$ cat src/rtl/div_seq.sv
// Sequential radix-2 restoring divider for RV32M DIV/DIVU/REM/REMU.
// Stalls the E stage while iterating and pulses ValidE with the result.
module div_seq #(
    parameter int XLEN = 32
) (
    input  logic            clk,
    input  logic            rst_n,
    input  logic            StartE,
    input  logic            FlushE,
    input  logic [1:0]      funct3E,
    input  logic [XLEN-1:0] SrcAE,
    input  logic [XLEN-1:0] SrcBE,
    output logic            StallE,
    output logic            ValidE,
    output logic [XLEN-1:0] ResultE
);

    localparam int CW = $clog2(XLEN);

    typedef enum logic [1:0] {
        IDLE,
        CALC,
        DONE
    } state_t;

    state_t          state;
    state_t          state_nx;
    logic [CW-1:0]   cnt;
    logic            sel_rem;
    logic            neg_q;
    logic            neg_r;
    logic [XLEN-1:0] dvd;
    logic [XLEN-1:0] dvs;
    logic [XLEN-1:0] rem;
    logic [XLEN-1:0] quo;

    logic            is_signed;
    logic            a_neg;
    logic            b_neg;
    logic [XLEN-1:0] a_abs;
    logic [XLEN-1:0] b_abs;
    logic            div_zero;
    logic            ovf;
    logic            accept;
    logic            last;
    logic [XLEN:0]   sh;
    logic [XLEN:0]   diff;
    logic            take;
    logic [XLEN-1:0] rem_nx;
    logic [XLEN-1:0] res;

    // Operand conditioning and special-case detection for the accept cycle
    always_comb begin
        is_signed = ~funct3E[0];
        a_neg     = is_signed & SrcAE[XLEN-1];
        b_neg     = is_signed & SrcBE[XLEN-1];
        a_abs     = a_neg ? (~SrcAE + 1'b1) : SrcAE;
        b_abs     = b_neg ? (~SrcBE + 1'b1) : SrcBE;
        div_zero  = (SrcBE == '0);
        ovf       = is_signed
                  & (SrcAE == {1'b1, {(XLEN-1){1'b0}}})
                  & (SrcBE == '1);
        accept    = (state == IDLE) & StartE & ~FlushE;
        last      = (cnt == CW'(XLEN-1));
    end

    // One restoring step; the partial remainder is kept one bit wider
    // during compare so divisors above 2^(XLEN-1) still work
    always_comb begin
        sh     = {rem, dvd[XLEN-1]};
        diff   = sh - {1'b0, dvs};
        take   = ~diff[XLEN];
        rem_nx = take ? diff[XLEN-1:0] : sh[XLEN-1:0];
    end

    // State register
    always_ff @(posedge clk or negedge rst_n) begin
        if (!rst_n) begin
            state <= IDLE;
        end else begin
            state <= state_nx;
        end
    end

    // Next state, stall request and valid pulse; flush always wins
    always_comb begin
        state_nx = state;
        StallE   = 1'b0;
        ValidE   = 1'b0;
        unique case (state)
            IDLE: begin
                if (accept) begin
                    StallE   = 1'b1;
                    state_nx = (div_zero | ovf) ? DONE : CALC;
                end
            end
            CALC: begin
                StallE = 1'b1;
                if (last) begin
                    state_nx = DONE;
                end
            end
            DONE: begin
                ValidE   = ~FlushE;
                state_nx = IDLE;
            end
            default: begin
                state_nx = IDLE;
            end
        endcase
        if (FlushE) begin
            state_nx = IDLE;
        end
    end

    // Operand latch on accept; special cases preload the final answer
    always_ff @(posedge clk or negedge rst_n) begin
        if (!rst_n) begin
            cnt     <= '0;
            sel_rem <= 1'b0;
            neg_q   <= 1'b0;
            neg_r   <= 1'b0;
            dvd     <= '0;
            dvs     <= '0;
            rem     <= '0;
            quo     <= '0;
        end else if (accept) begin
            cnt     <= '0;
            sel_rem <= funct3E[1];
            if (div_zero) begin
                quo   <= '1;
                rem   <= SrcAE;
                neg_q <= 1'b0;
                neg_r <= 1'b0;
                dvd   <= '0;
                dvs   <= '0;
            end else if (ovf) begin
                quo   <= {1'b1, {(XLEN-1){1'b0}}};
                rem   <= '0;
                neg_q <= 1'b0;
                neg_r <= 1'b0;
                dvd   <= '0;
                dvs   <= '0;
            end else begin
                quo   <= '0;
                rem   <= '0;
                neg_q <= a_neg ^ b_neg;
                neg_r <= a_neg;
                dvd   <= a_abs;
                dvs   <= b_abs;
            end
        end else if (state == CALC) begin
            rem <= rem_nx;
            dvd <= {dvd[XLEN-2:0], 1'b0};
            quo <= {quo[XLEN-2:0], take};
            cnt <= cnt + 1'b1;
        end
    end

    // Sign fix-up and output gating
    always_comb begin
        if (sel_rem) begin
            res = neg_r ? (~rem + 1'b1) : rem;
        end else begin
            res = neg_q ? (~quo + 1'b1) : quo;
        end
        ResultE = ValidE ? res : '0;
    end

    // The E stage must hold the divide while we iterate
    a_start_held: assert property (
        @(posedge clk) disable iff (!rst_n)
        (state == CALC && !FlushE) |-> StartE
    );

endmodule

$ cat config.mk
export PLATFORM = sky130hd
export DESIGN_NAME = div_seq
export DESIGN_NICKNAME = d
export VERILOG_FILES = /design/src/rtl/div_seq.sv
export SDC_FILE = /design/constraint.sdc
export NUM_CORES = 1
export LEC_CHECK = 0
export ABC_CLOCK_PERIOD_IN_PS = 3200
export BUFFER_PORTS_ARGS = -buffer_cell sky130_fd_sc_hd__buf_2
export CORE_MARGIN = 4
export CORE_UTILIZATION = 55
export CTS_BUF_LIST = sky130_fd_sc_hd__clkbuf_4
export CTS_CLUSTER_DIAMETER = 120
export DETAILED_ROUTE_END_ITERATION = 6
export PLACE_DENSITY_LB_ADDON = 0.25
export SYNTH_ARGS = -nofsm -noshare
export SYNTH_HDL_FRONTEND = slang
export SYNTH_SLANG_ARGS = --single-unit
$ cat constraint.sdc
create_clock -name clk -period 3.2 [get_ports clk]
set_input_delay 0.64 -clock clk [delete_from_list [all_inputs] [get_ports clk]]
set_output_delay 0.64 -clock clk [all_outputs]
set_load 0.01 [all_outputs]
---- Word level (Yosys, flattened, before mapping) ----
Cells that the tools add are included.
cells by class
  bitwise operators ....................... 15
  add/sub/neg operators ................... 6
  muxes and demuxes ....................... 34
  eq/ne operators ......................... 7
  reductions and logical operators ........ 4
operators by type and width
  operator                                                                number
  32-bit 2-to-1 mux                                                       20
  32-bit by 1-bit adder with 32-bit output (second input constant)        4
  32-bit inverter                                                         4
  32-bit equality test (second input constant)                            2
  33-bit by 32-bit subtractor with 33-bit output                          1
  32-bit zero test                                                        1
  5-bit 2-to-1 mux                                                        2
  2-bit 2-to-1 mux                                                        4
  1-bit AND                                                               6
  1-bit 2-to-1 mux                                                        6
  3-bit inequality test (second input constant)                           2
  5-bit by 1-bit adder with 5-bit output (second input constant)          1
  5-bit equality test (second input constant)                             1
  2-bit case mux with 2 select lines                                      1
  1-bit inverter                                                          3
  2-bit by 1-bit equality test with 1-bit output (second input constant)  1
  2-bit equality test (second input constant)                             1
  2-bit zero test                                                         1
  1-bit case mux with 2 select lines                                      1
  2-bit AND reduction                                                     1
  2-bit nonzero test                                                      1
  1-bit OR                                                                1
  1-bit XOR                                                               1
word-level totals
  input bits .............................. 70
  word-level logic and storage cells ...... 75
  register bits ........................... 138
  output and inout port bits .............. 34

---- Depth between registers and ports, before layout ----
Gate-level depths: netlist of run 1.
  depth in word-level cells ............... 8
  gate-level depth with buffers ........... 13
  mapped depth without buffers ............ 11

---- Worst setup path before layout of run 1 ----
Ideal clock, no wire load.
  kind .................................... register to output
  start point ............................. reg quo[13]
  end point ............................... out ResultE[27]
  required time ........................... 2.560 ns
  path slack .............................. -0.078 ns
  path buffers ............................ 0
  data arrival time ....................... 2.638 ns
  cell stages (with the launch flop) ...... 9
  cell sequence ........................... dfrtp_1 -> or4_1 -> nor3_1 -> nand3_1 -> or3_1 -> o31ai_1 -> xnor2_1 -> nor2_1 -> a211oi_1
between the ends
  cells in the longest elaborated chain, start to end .. 5
ends and longest elaborated chain
  element                                   RTL line  source
  start: declaration                        35        logic [XLEN-1:0] quo;
  start signal: assignment                  138       quo <= {1'b1, {(XLEN-1){1'b0}}};
  start signal: assignment                  155       quo <= {quo[XLEN-2:0], take};
  32-bit inverter                           165       res = neg_q ? (~quo + 1'b1) : quo;
  32-bit by 1-bit adder with 32-bit output  165
  32-bit 2-to-1 mux                         165
  32-bit 2-to-1 mux                         162       if (sel_rem) begin
  32-bit 2-to-1 mux                         167       ResultE = ValidE ? res : '0;
  end: declaration                          15        output logic [XLEN-1:0] ResultE
No other way between the ends.

---- Worst setup path after layout of run 1 ----
  start point ............................. reg quo[13]
  end point ............................... out ResultE[28]
Same word-level chain as after synthesis.

==> results_dict.tcl, run 1 <==
set metrics [dict create \
    place_congestion 0.9833 \
    cts_root_buffer "sky130_fd_sc_hd__clkbuf_4" \
    detailroute.via_count 11500 \
    comb_power_share 0.665 \
    setup_violations 25 \
    cts_made_buffers 17 \
    die_area_um2 22680 \
    critical_path.most_common_cell "sky130_fd_sc_hd__or3_4" \
    globalRoute.totalOverflow 0 \
    maxClockFrequency_mhz 256.1 \
    maximum_buffer_depth_of_the_clock_tree 2 \
    timing_worst_slew_pin_value_ns 0.8869 \
    grt.total_usage 0.3162 \
    cell_internal_pwr_mw 5.574 \
    wire_length_of_the_first_global_routing_pass_um 56320 \
    synth.yosys.warnings 0 \
    drt-initial-drc-count 915 \
    detailedPlacementHpwl_um 27020 \
    cts.reportedPaths.clkPinSlew_ns 0.13 \
    number_of_synthesized_flops_with_an_enable_pin 0 \
    postSynthRegisterBits 138 \
    netlist-cell-type-count 72 \
    total_leakage_power_nw 5.918 \
    final.period_utilization 1.220 \
    floorplan.die.width_um 150.6 \
    setup_slack_ns -0.7050 \
    antenna_violations_before_repair 1 \
    synth.yosys.seq_area_share 0.3087 \
    final_net_count 1714 \
    core_region_um2 19720 \
    async_reset_ff_frac 1.000 \
    p_sw_mw 5.089 \
    routed_via_density 6.109 \
    clock_tree_from_tritoncts "built" \
    min-delay-path-class "in -> async" \
    core.rowCount 51 \
    worst_path_dominant_cell_family "simple AND/OR/NAND/NOR gates" \
    max_stage_delay_ns 0.56 \
    reported_max_cap_violation_count 0 \
    post_route_ant_nets 0 \
    first_global_vias 10770 \
    area_growth_syn_to_layout_pct 21.75 \
    first_pass_iters 5 \
    max-slew-margin-rel 0.4075 \
    portBuffers 103 \
    finalClockSkew_ns 0.02646 \
    synthFlopType "sky130_fd_sc_hd__dfrtp_1" \
    outcome "complete, but fails checks" \
    wl_met3_um 3096 \
    power_share_of_the_clock_group 0.100 \
    power-per-cell-area_nw_per_um2 783.0 \
    netSwitchingFraction 0.4773 \
    detail_route.wl_per_cell_um 19.08 \
    violations "negative setup slack" \
    final_layout_size_suffix_gt1_frac 0.2290 \
    h-tree-depth 4 \
    detail_route.wirelength.met1_um 15030 \
    mappedNetlistNets 1546 \
    final_max_slew_viol_count 0 \
    synthCells 1436 \
    cts-hold-fix-buffers 0 \
    maxUsedRoutingLayer "met4" \
    crit_path_start_kind "flip-flop" \
    vdd_ir_max_uv 504.9 \
    die_h_um 150.6 \
    critPathBufInv 1 \
    crit_arrival_ns 3.26 \
    io_pins 104 \
    crit_fanout 3 \
    met2WireLength_um 16500 \
    drt_drc_violations_left 0 \
    synth.cell_area_um2 11190 \
    timing.setup.critical_path_class "reg -> out" \
    unrepaired_setup_endpoints_after_global_routing "yes" \
    worst_setup_path_end_kind "output port" \
    detail_route.wirelength_um 35910 \
    average_instance_area_after_synthesis_um2 7.790 \
    finalHoldViolations 0 \
    maximum_number_of_pins_on_one_net_before_global_route_repair 156 \
    final.fill_count 1623 \
    hold_slack_ns 0.05279 \
    finish.utilization 0.6907 \
    p_seq_frac 0.235 \
    clock_latency_ns 0.57 \
    critical_path.slowest_cell "sky130_fd_sc_hd__or4_4" \
    start_util 0.5673 \
    fin_crit_ns 3.905 \
    critical_path_required_ns 2.56 \
    ordered_list_of_cells_on_the_worst_path "or4_4, nor3_4, nand4b_1, or3_4, or3_4, o21ai_2, xor2_1, o22ai_2, buf_2" \
    clkSinkCount 138 \
]
## kinds of logic (layout without fill, tap and decap cells)
group / count (synthesis) / in the layout / share of synthesized area
flip-flops: 138 / 138 / 0.3087
other: 0 / 1 / 0
XOR/XNOR: 140 / 140 / 0.1096
buffers and inverters: 141 / 321 / 0.05179
adder cells (fa/ha/maj): 40 / 40 / 0.04541
AND/OR/NAND/NOR: 468 / 468 / 0.1981
multiplexers: 27 / 27 / 0.02450
AO/OA/AOI/OAI: 482 / 482 / 0.2619
## state kept, by name, indices dropped and copies added, names as in the netlist
register and flops:
dvd 32, sel_rem 1, cnt 5, neg_r 1, rem 32, state 2
quo 32, dvs 32, neg_q 1
## power groups by stage
stage	Combinational, mW	Sequential, mW	Clock (mW)
after floorplan	4.30	2.48	0
after global placement	6.15	2.48	0
after detailed placement	6.26	2.49	0
after CTS	6.63	2.48	1.09
after global routing	7.66	2.54	1.15
final	7.09	2.50	1.07
## metrics by stage
| stage | setup TNS, ns | worst slack (ns) | area [um2] | power [mW] | cells |
|---|---|---|---|---|---|
| 2_1_floorplan | 0 | 0.008907 | 11210 | 6.776 | 1436 |
| 3_3_place_gp | -0.6051 | -0.2052 | 12650 | 8.623 | 1835 |
| 3_5_place_dp | -1.256 | -0.2472 | 12650 | 8.748 | 1835 |
| 4_1_cts | -12.63 | -0.7043 | 13390 | 10.19 | 1873 |
| 5_1_grt | -16.03 | -0.8416 | 13620 | 11.36 | 1882 |
| 6_report | -13.25 | -0.7050 | 13620 | 10.66 | 1882 |
## cells in the mapped netlist (4+ instances only)
cell type,instances,area share
sky130_fd_sc_hd__a31oi_1,15,0.0084
sky130_fd_sc_hd__and3_1,16,0.0089
sky130_fd_sc_hd__or4_1,18,0.012
sky130_fd_sc_hd__a221oi_1,5,0.0039
sky130_fd_sc_hd__o21ai_0,128,0.057
sky130_fd_sc_hd__clkbuf_1,70,0.023
sky130_fd_sc_hd__nor4_1,10,0.0056
sky130_fd_sc_hd__o31ai_1,28,0.019
sky130_fd_sc_hd__o21a_1,7,0.0047
sky130_fd_sc_hd__o21ai_1,37,0.017
sky130_fd_sc_hd__o211ai_1,19,0.013
sky130_fd_sc_hd__ha_1,39,0.044
sky130_fd_sc_hd__nor3_1,21,0.0094
sky130_fd_sc_hd__nand4_1,18,0.010
sky130_fd_sc_hd__buf_6,4,0.0040
sky130_fd_sc_hd__nor2b_1,7,0.0039
sky130_fd_sc_hd__inv_1,55,0.018
sky130_fd_sc_hd__a21o_1,14,0.0094
sky130_fd_sc_hd__dfrtp_1,138,0.31
sky130_fd_sc_hd__nor3b_1,4,0.0027
sky130_fd_sc_hd__or3_1,19,0.011
sky130_fd_sc_hd__nand3_1,13,0.0058
sky130_fd_sc_hd__buf_2,7,0.0031
sky130_fd_sc_hd__a21oi_1,131,0.059
sky130_fd_sc_hd__a22oi_1,4,0.0027
sky130_fd_sc_hd__nand2_1,184,0.062
sky130_fd_sc_hd__a211oi_1,38,0.026
sky130_fd_sc_hd__and2_1,11,0.0062
sky130_fd_sc_hd__or2_2,6,0.0034
sky130_fd_sc_hd__nor2_1,113,0.038
sky130_fd_sc_hd__mux2i_1,24,0.021
sky130_fd_sc_hd__xnor2_1,84,0.066
sky130_fd_sc_hd__xor2_1,56,0.044
sky130_fd_sc_hd__o22ai_1,8,0.0045
sky130_fd_sc_hd__nand2b_1,17,0.0095
sky130_fd_sc_hd__o41ai_1,12,0.0094
## per-layer routing
layer,GRT usage,vias to the layer above
met5,0,-
met4,0.1065,0
met3,0.07134,84
met2,0.5124,491
met1,0.4196,5443
li1,-,5480
## cells in the final DEF (no fill, tap or decap), types with 13 or more instances in the layout
cell type,n
sky130_fd_sc_hd__clkbuf_4,18
sky130_fd_sc_hd__o21ai_0,120
sky130_fd_sc_hd__nand4_1,18
sky130_fd_sc_hd__a211oi_1,24
sky130_fd_sc_hd__a31oi_1,15
sky130_fd_sc_hd__buf_2,102
sky130_fd_sc_hd__nor3_1,20
sky130_fd_sc_hd__and3_1,16
sky130_fd_sc_hd__o21ai_1,33
sky130_fd_sc_hd__a211oi_2,14
sky130_fd_sc_hd__nor2_1,112
sky130_fd_sc_hd__ha_1,37
sky130_fd_sc_hd__xor2_1,49
sky130_fd_sc_hd__nand2_1,179
sky130_fd_sc_hd__dfrtp_1,137
sky130_fd_sc_hd__mux2i_1,22
sky130_fd_sc_hd__o31ai_1,20
sky130_fd_sc_hd__buf_4,121
sky130_fd_sc_hd__a21o_1,14
sky130_fd_sc_hd__or3_1,13
sky130_fd_sc_hd__o211ai_1,19
sky130_fd_sc_hd__xnor2_1,80
sky130_fd_sc_hd__a21oi_1,129
sky130_fd_sc_hd__inv_1,55
## cell type report
type | count | area, um2 | share of cell area
inverters | 56 | 210.2 | 0.01544
flip-flops and latches | 138 | 3455 | 0.2537
multi-input cells | 1157 | 7782 | 0.5715
well taps | 265 | 331.6 | 0.02435
clock inverters | 13 | 106.4 | 0.007810
repair buffers | 234 | 1595 | 0.1171
clock buffers | 18 | 135.1 | 0.009923
diodes | 1 | 2.502 | 0.0001838
## final timing paths
kind,start,end,slack [ns],cells after the start
max,quo[13]$_DFFE_PN0P_,ResultE[28],-0.70,9
min,rst_n,rem[23]$_DFFE_PN0P_,0.05,1
max reg2reg,dvd[31]$_DFFE_PN0P_,rem[13]$_DFFE_PN0P_,0.11,12
min reg2reg,dvs[3]$_DFFE_PN0P_,dvs[3]$_DFFE_PN0P_,0.49,2
max in group asynchronous,rst_n,quo[26]$_DFFE_PN0P_,2.43,2
min in group clk,FlushE,state[1]$_DFFE_PN0P_,0.30,2
## repair_timing
item,4_1_cts,5_1_grt
hold endpoints to repair,0,0
setup endpoints to repair,26,46
pin swaps,45,27
buffers inserted,7,9
gates resized for setup,89,27
## worst register-to-register path: stages, from the launching register on
cell                       delay (ns)
sky130_fd_sc_hd__dfrtp_1         0.36
sky130_fd_sc_hd__inv_1           0.06
sky130_fd_sc_hd__ha_1            0.22
sky130_fd_sc_hd__fa_1            0.41
sky130_fd_sc_hd__nand2b_4        0.17
sky130_fd_sc_hd__a21o_1          0.19
sky130_fd_sc_hd__a21bo_2         0.23
sky130_fd_sc_hd__a211o_1         0.31
sky130_fd_sc_hd__a31o_2          0.30
sky130_fd_sc_hd__and2_1          0.19
sky130_fd_sc_hd__buf_12          0.18
sky130_fd_sc_hd__mux2i_2         0.25
sky130_fd_sc_hd__o211ai_1        0.11
Power figures use the tool's default switching activity.
==> inputs of run 2 (changes only) <==
ABC_CLOCK_PERIOD_IN_PS = 4200   (was 3200)
clock period = 4.2 ns   (was 3.2 ns; I/O delays follow)
==> run 2 against run 1 <==
Count of clock-buffer cells in the layout up 1. Critical path type unchanged. Core utilization is 5.5 points lower. Clock skew up 0.00088 ns. Die area unchanged. Combinational power down 35%. Sequential share of layout area rose by 2.3 points. Clock power is 6% lower. Register-to-register slack improved by 0.59 ns. The run now ends clean.
==> results_dict.tcl, run 2 (synthesis results as in run 1) <==
set metrics [dict create \
    cts_root_buffer "sky130_fd_sc_hd__clkbuf_4" \
    worst_path_dominant_cell_family "simple AND/OR/NAND/NOR gates" \
    total_leakage_power_nw 5.422 \
    cts.reportedPaths.clkPinSlew_ns 0.14 \
    detailroute.via_count 11220 \
    crit_arrival_ns 3.32 \
    hold_slack_ns 0.3446 \
    drt_drc_violations_left 0 \
    maxClockFrequency_mhz 240.5 \
    clock_tree_from_tritoncts "built" \
    clock_latency_ns 0.57 \
    vdd_ir_max_uv 454.9 \
    maximum_number_of_pins_on_one_net_before_global_route_repair 102 \
    globalRoute.totalOverflow 0 \
    crit_fanout 7 \
    final_max_slew_viol_count 0 \
    crit_path_start_kind "flip-flop" \
    maximum_buffer_depth_of_the_clock_tree 2 \
    min-delay-path-class "in -> async" \
    io_pins 104 \
    p_seq_frac 0.263 \
    layout.cells.non_filler 1793 \
    first_global_vias 10270 \
    reported_max_cap_violation_count 0 \
    fin_crit_ns 4.157 \
    outcome "complete, no violations" \
    setup_violations 0 \
    ordered_list_of_cells_on_the_worst_path "nor4_4, nand2_1, or4_1, o41ai_1, xnor2_1, nor2_1, a211oi_1, buf_2" \
    floorplan.die.width_um 150.6 \
    routed_via_density 6.255 \
    cts-hold-fix-buffers 0 \
    timing_worst_slew_pin_value_ns 1.122 \
    detailedPlacementHpwl_um 25400 \
    core_region_um2 19720 \
    die_area_um2 22680 \
    unrepaired_setup_endpoints_after_global_routing "yes" \
    finalClockSkew_ns 0.02734 \
    place_inst 1744 \
    critical_path.slowest_cell "sky130_fd_sc_hd__or4_1" \
    area_growth_syn_to_layout_pct 12.08 \
    place_congestion 0.9791 \
    final_design_area_no_fill_um2 12540 \
    netSwitchingFraction 0.4743 \
    tns_ns 0 \
    final_layout_size_suffix_gt1_frac 0.1513 \
    wire_length_of_the_first_global_routing_pass_um 54010 \
    start_util 0.5673 \
    dpl-instance-area_um2 11920 \
    portBuffers 103 \
    critPathBufInv 1 \
    finalHoldViolations 0 \
    cell_internal_pwr_mw 3.997 \
    final_net_count 1625 \
    antenna_violations_before_repair 2 \
    critical_path_required_ns 3.36 \
    clkSinkCount 138 \
    final_common_cell "sky130_fd_sc_hd__nand2_1" \
    grt.total_usage 0.3011 \
    most_frequent_cells_in_the_layout "184 x sky130_fd_sc_hd__nand2_1, 131 x sky130_fd_sc_hd__a21oi_1, 128 x sky130_fd_sc_hd__dfrtp_1" \
    timing.setup.critical_path_class "reg -> out" \
    max-slew-margin-rel 0.2520 \
    detail_route.wirelength_um 34200 \
    power_share_of_the_clock_group 0.133 \
    p_sw_mw 3.607 \
    comb_power_share 0.604 \
    post_route_ant_nets 0 \
    final.period_utilization 0.9899 \
    detail_route.wl_per_cell_um 19.08 \
    first_pass_iters 7 \
    core.rowCount 51 \
    max_stage_delay_ns 0.50 \
    final.fill_count 1757 \
    cts_made_buffers 17 \
    die_h_um 150.6 \
    power-per-cell-area_nw_per_um2 606.5 \
    h-tree-depth 4 \
    worst_setup_path_end_kind "output port" \
    drt-initial-drc-count 1008 \
]
## run 2: area by class of cell
type | count | area [um2] | share of cell area
diodes | 1 | 2.502 | 0.0001996
well taps | 265 | 331.6 | 0.02645
multi-input cells | 1157 | 7348 | 0.5861
clock inverters | 12 | 173.9 | 0.01387
clock buffers | 19 | 142.6 | 0.01138
inverters | 56 | 210.2 | 0.01677
flip-flops and latches | 138 | 3466 | 0.2764
repair buffers | 145 | 862.1 | 0.06876
## run 2: path summary, 6_finish.rpt
path / from / end / slack [ns] / cells past startpoint
max in group asynchronous: rst_n / quo[12]$_DFFE_PN0P_ / 2.99 / 2
hold reg to reg: dvs[22]$_DFFE_PN0P_ / dvs[22]$_DFFE_PN0P_ / 0.49 / 2
min in group clk: dvs[22]$_DFFE_PN0P_ / dvs[22]$_DFFE_PN0P_ / 0.49 / 2
hold / removal: rst_n / dvs[29]$_DFFE_PN0P_ / 0.34 / 1
setup / recovery: quo[3]$_DFFE_PN0P_ / ResultE[13] / 0.04 / 8
setup reg to reg: rem[16]$_DFFE_PN0P_ / rem[6]$_DFFE_PN0P_ / 0.70 / 10
## run 2: power by group through the flow
stage	logic (mW)	clock network (mW)	registers, mW
after floorplan	3.27	0	1.89
after global placement	4.19	0	2.03
after detailed placement	4.26	0	2.04
after CTS	4.40	1.02	1.98
after global routing	5.06	1.08	2.03
final	4.59	1.01	2.00
## run 2: routing by layer
layer | vias to the layer above | wire, um | share of wire | track usage
met3 | 66 | 3172 | 0.093 | 0.06321
met5 | - | 13 | 0.00038 | 0
li1 | 5319 | - | - | -
met2 | 475 | 15820 | 0.46 | 0.4808
met4 | 2 | 819 | 0.024 | 0.08613
met1 | 5353 | 14380 | 0.42 | 0.4148
## run 2: through the flow
stage	power (mW)	utilization	worst slack (ns)
6_report	7.603	0.6358	0.04254
4_1_cts	7.402	0.6266	0.01296
3_3_place_gp	6.215	0.6044	0.4379
5_1_grt	8.169	0.6358	-0.1106
3_5_place_dp	6.302	0.6044	0.3870
2_1_floorplan	5.155	-	0.7217
## run 2: what timing repair did
action                     in CTS  in global routing
resized for setup              15                 27
setup endpoints to repair      11                 11
gates cloned                    0                  0
pin swaps                       2                  5
setup buffers                  10                  7
## run 2: worst reg2reg max path, delay by kind of cell, from the launching register on
family / cells / cell delay, ns
AO/OA/AOI/OAI: 3 / 0.78
adder cells (fa/ha/maj): 1 / 0.45
multiplexers: 1 / 0.27
flip-flops: 1 / 0.52
AND/OR/NAND/NOR: 4 / 1.09
buffers and inverters: 1 / 0.25
==> inputs of run 3 (changes only) <==
CTS_CLUSTER_DIAMETER = 50   (was 120)
SETUP_SLACK_MARGIN = 0.3   (was unset)
==> run 3 against run 2 <==
Maximum frequency increased by 0.45%. Critical path depth decreased by 1. Global-route usage increased by 0.59 points. Clock power about the same. Final cell count increased by 0.61%. Register-to-register slack improved by 0.03 ns. Hold slack got worse by 0.011 ns. Flip-flop and latch count unchanged. Combinational power increased by 2%. Count of clock-buffer cells in the layout unchanged. Non-clock buffer count increased by 11. Largest cell class unchanged. Highest routed layer unchanged.
==> results_dict.tcl, run 3 (synthesis results as in run 1) <==
set metrics [dict create \
    outcome "complete, no violations" \
    globalRoute.totalOverflow 0 \
    crit_arrival_ns 3.30 \
    clock_tree_from_tritoncts "built" \
    cts.reportedPaths.clkPinSlew_ns 0.14 \
    min-delay-path-class "in -> async" \
    crit_fanout 4 \
    portBuffers 103 \
    grt.total_usage 0.3070 \
    antenna_violations_before_repair 2 \
    final_max_slew_viol_count 0 \
    start_util 0.5673 \
    final_net_count 1636 \
    rr_worst_depth 10 \
    fin_crit_ns 4.139 \
    maximum_buffer_depth_of_the_clock_tree 2 \
    h-tree-depth 4 \
    hold_slack_ns 0.3333 \
    first_pass_iters 7 \
    timing_worst_slew_pin_value_ns 1.195 \
    cts_root_buffer "sky130_fd_sc_hd__clkbuf_4" \
    power-per-cell-area_nw_per_um2 603.9 \
    maximum_number_of_pins_on_one_net_before_global_route_repair 102 \
    die_h_um 150.6 \
    final.period_utilization 0.9854 \
    cts_made_buffers 17 \
    total_leakage_power_nw 5.511 \
    most_frequent_cells_in_the_layout "182 x sky130_fd_sc_hd__nand2_1, 130 x sky130_fd_sc_hd__a21oi_1, 125 x sky130_fd_sc_hd__dfrtp_1" \
    wire_length_of_the_first_global_routing_pass_um 55030 \
    final.fill_count 1716 \
    final_common_cell "sky130_fd_sc_hd__nand2_1" \
    clkSinkCount 138 \
    max-slew-margin-rel 0.2035 \
    setup_violations 0 \
    worst_setup_path_end_kind "output port" \
    detail_route.wl_per_cell_um 19.28 \
    final_layout_size_suffix_gt1_frac 0.1736 \
    drt_drc_violations_left 0 \
    clock_latency_ns 0.57 \
    detailroute.via_count 11210 \
    finalClockSkew_ns 0.02410 \
    unrepaired_setup_endpoints_after_global_routing "yes" \
    finalHoldViolations 0 \
    core_region_um2 19720 \
    core.rowCount 51 \
    detail_route.wirelength_um 34780 \
    reported_max_cap_violation_count 0 \
    critical_path_required_ns 3.36 \
    die_area_um2 22680 \
    place_congestion 0.9791 \
    first_global_vias 10370 \
    timing.setup.critical_path_class "reg -> out" \
    drt-initial-drc-count 1075 \
    floorplan.die.width_um 150.6 \
    vdd_ir_max_uv 435.1 \
    area_growth_syn_to_layout_pct 14.44 \
    detailedPlacementHpwl_um 25400 \
    io_pins 104 \
    tns_ns 0 \
    routed_via_density 6.213 \
    maxClockFrequency_mhz 241.6 \
    post_route_ant_nets 0 \
    crit_path_start_kind "flip-flop" \
]
run 3: changes by cell type in the layout (fill, tap and decap cells not counted), sizes merged:
cell,before,now
buf,145,156
run 3: routing by layer:
metal / vias up / share of wire / wire length [um] / GRT usage
li1: 5328 / - / - / -
met1: 5324 / 0.42 / 14510 / 0.4260
met2: 478 / 0.46 / 16110 / 0.4956
met3: 76 / 0.095 / 3306 / 0.05268
met4: 2 / 0.024 / 846 / 0.08749
met5: - / 0.00037 / 13 / 0
run 3: final timing paths:
check / from / to / slack, ns
max: rem[9]$_DFFE_PN0P_ / ResultE[14] / 0.06
min: rst_n / dvs[25]$_DFFE_PN0P_ / 0.33
max reg2reg: rem[16]$_DFFE_PN0P_ / rem[6]$_DFFE_PN0P_ / 0.73
min reg2reg: dvs[22]$_DFFE_PN0P_ / dvs[22]$_DFFE_PN0P_ / 0.49
max in group asynchronous: rst_n / quo[10]$_DFFE_PN0P_ / 2.98
min in group clk: funct3E[1] / sel_rem$_DFFE_PN0P_ / 0.49
run 3: critical path: stages, from the launching register on:
cell                       delay, ns
sky130_fd_sc_hd__dfrtp_2        0.44
sky130_fd_sc_hd__or4_4          0.52
sky130_fd_sc_hd__or4_4          0.53
sky130_fd_sc_hd__buf_4          0.18
sky130_fd_sc_hd__o41ai_1        0.30
sky130_fd_sc_hd__xor2_1         0.43
sky130_fd_sc_hd__a211oi_2       0.15
sky130_fd_sc_hd__buf_2          0.21
run 3: through the flow:
step	worst slack [ns]	utilization	cells	cell area (um2)	power (mW)
6_report	0.06125	0.6492	1804	12800	7.730
5_1_grt	-0.04548	0.6492	1804	12800	8.287
4_1_cts	0.1038	0.6387	1798	12590	7.511
3_5_place_dp	0.3870	0.6044	1744	11920	6.302
3_3_place_gp	0.4379	0.6044	1744	11920	6.215
2_1_floorplan	0.7217	-	1436	11190	5.155
run 3: timing repair:
item | CTS | global route
buffers inserted | 23 | 5
setup endpoints to repair | 20 | 22
gates resized for setup | 47 | 34
hold buffers | 0 | 0
pin swaps | 17 | 25
run 3: layout make-up:
| class | count | area [um2] | area share |
|---|---|---|---|
| multi-input combinational | 1157 | 7515 | 0.5870 |
| sequential | 138 | 3470 | 0.2710 |
| timing repair buffer | 156 | 955.9 | 0.07468 |
| tap | 265 | 331.6 | 0.02590 |
| inverter | 56 | 210.2 | 0.01642 |
| clock inverter | 12 | 173.9 | 0.01359 |
| clock buffer | 19 | 142.6 | 0.01114 |
| antenna | 1 | 2.502 | 0.0001955 |
run 3: power breakdown:
group | internal, mW | switching (mW)
Sequential | 1.62 | 0.391
Combinational | 1.96 | 2.75
Clock | 0.480 | 0.533
Total | 4.06 | 3.67
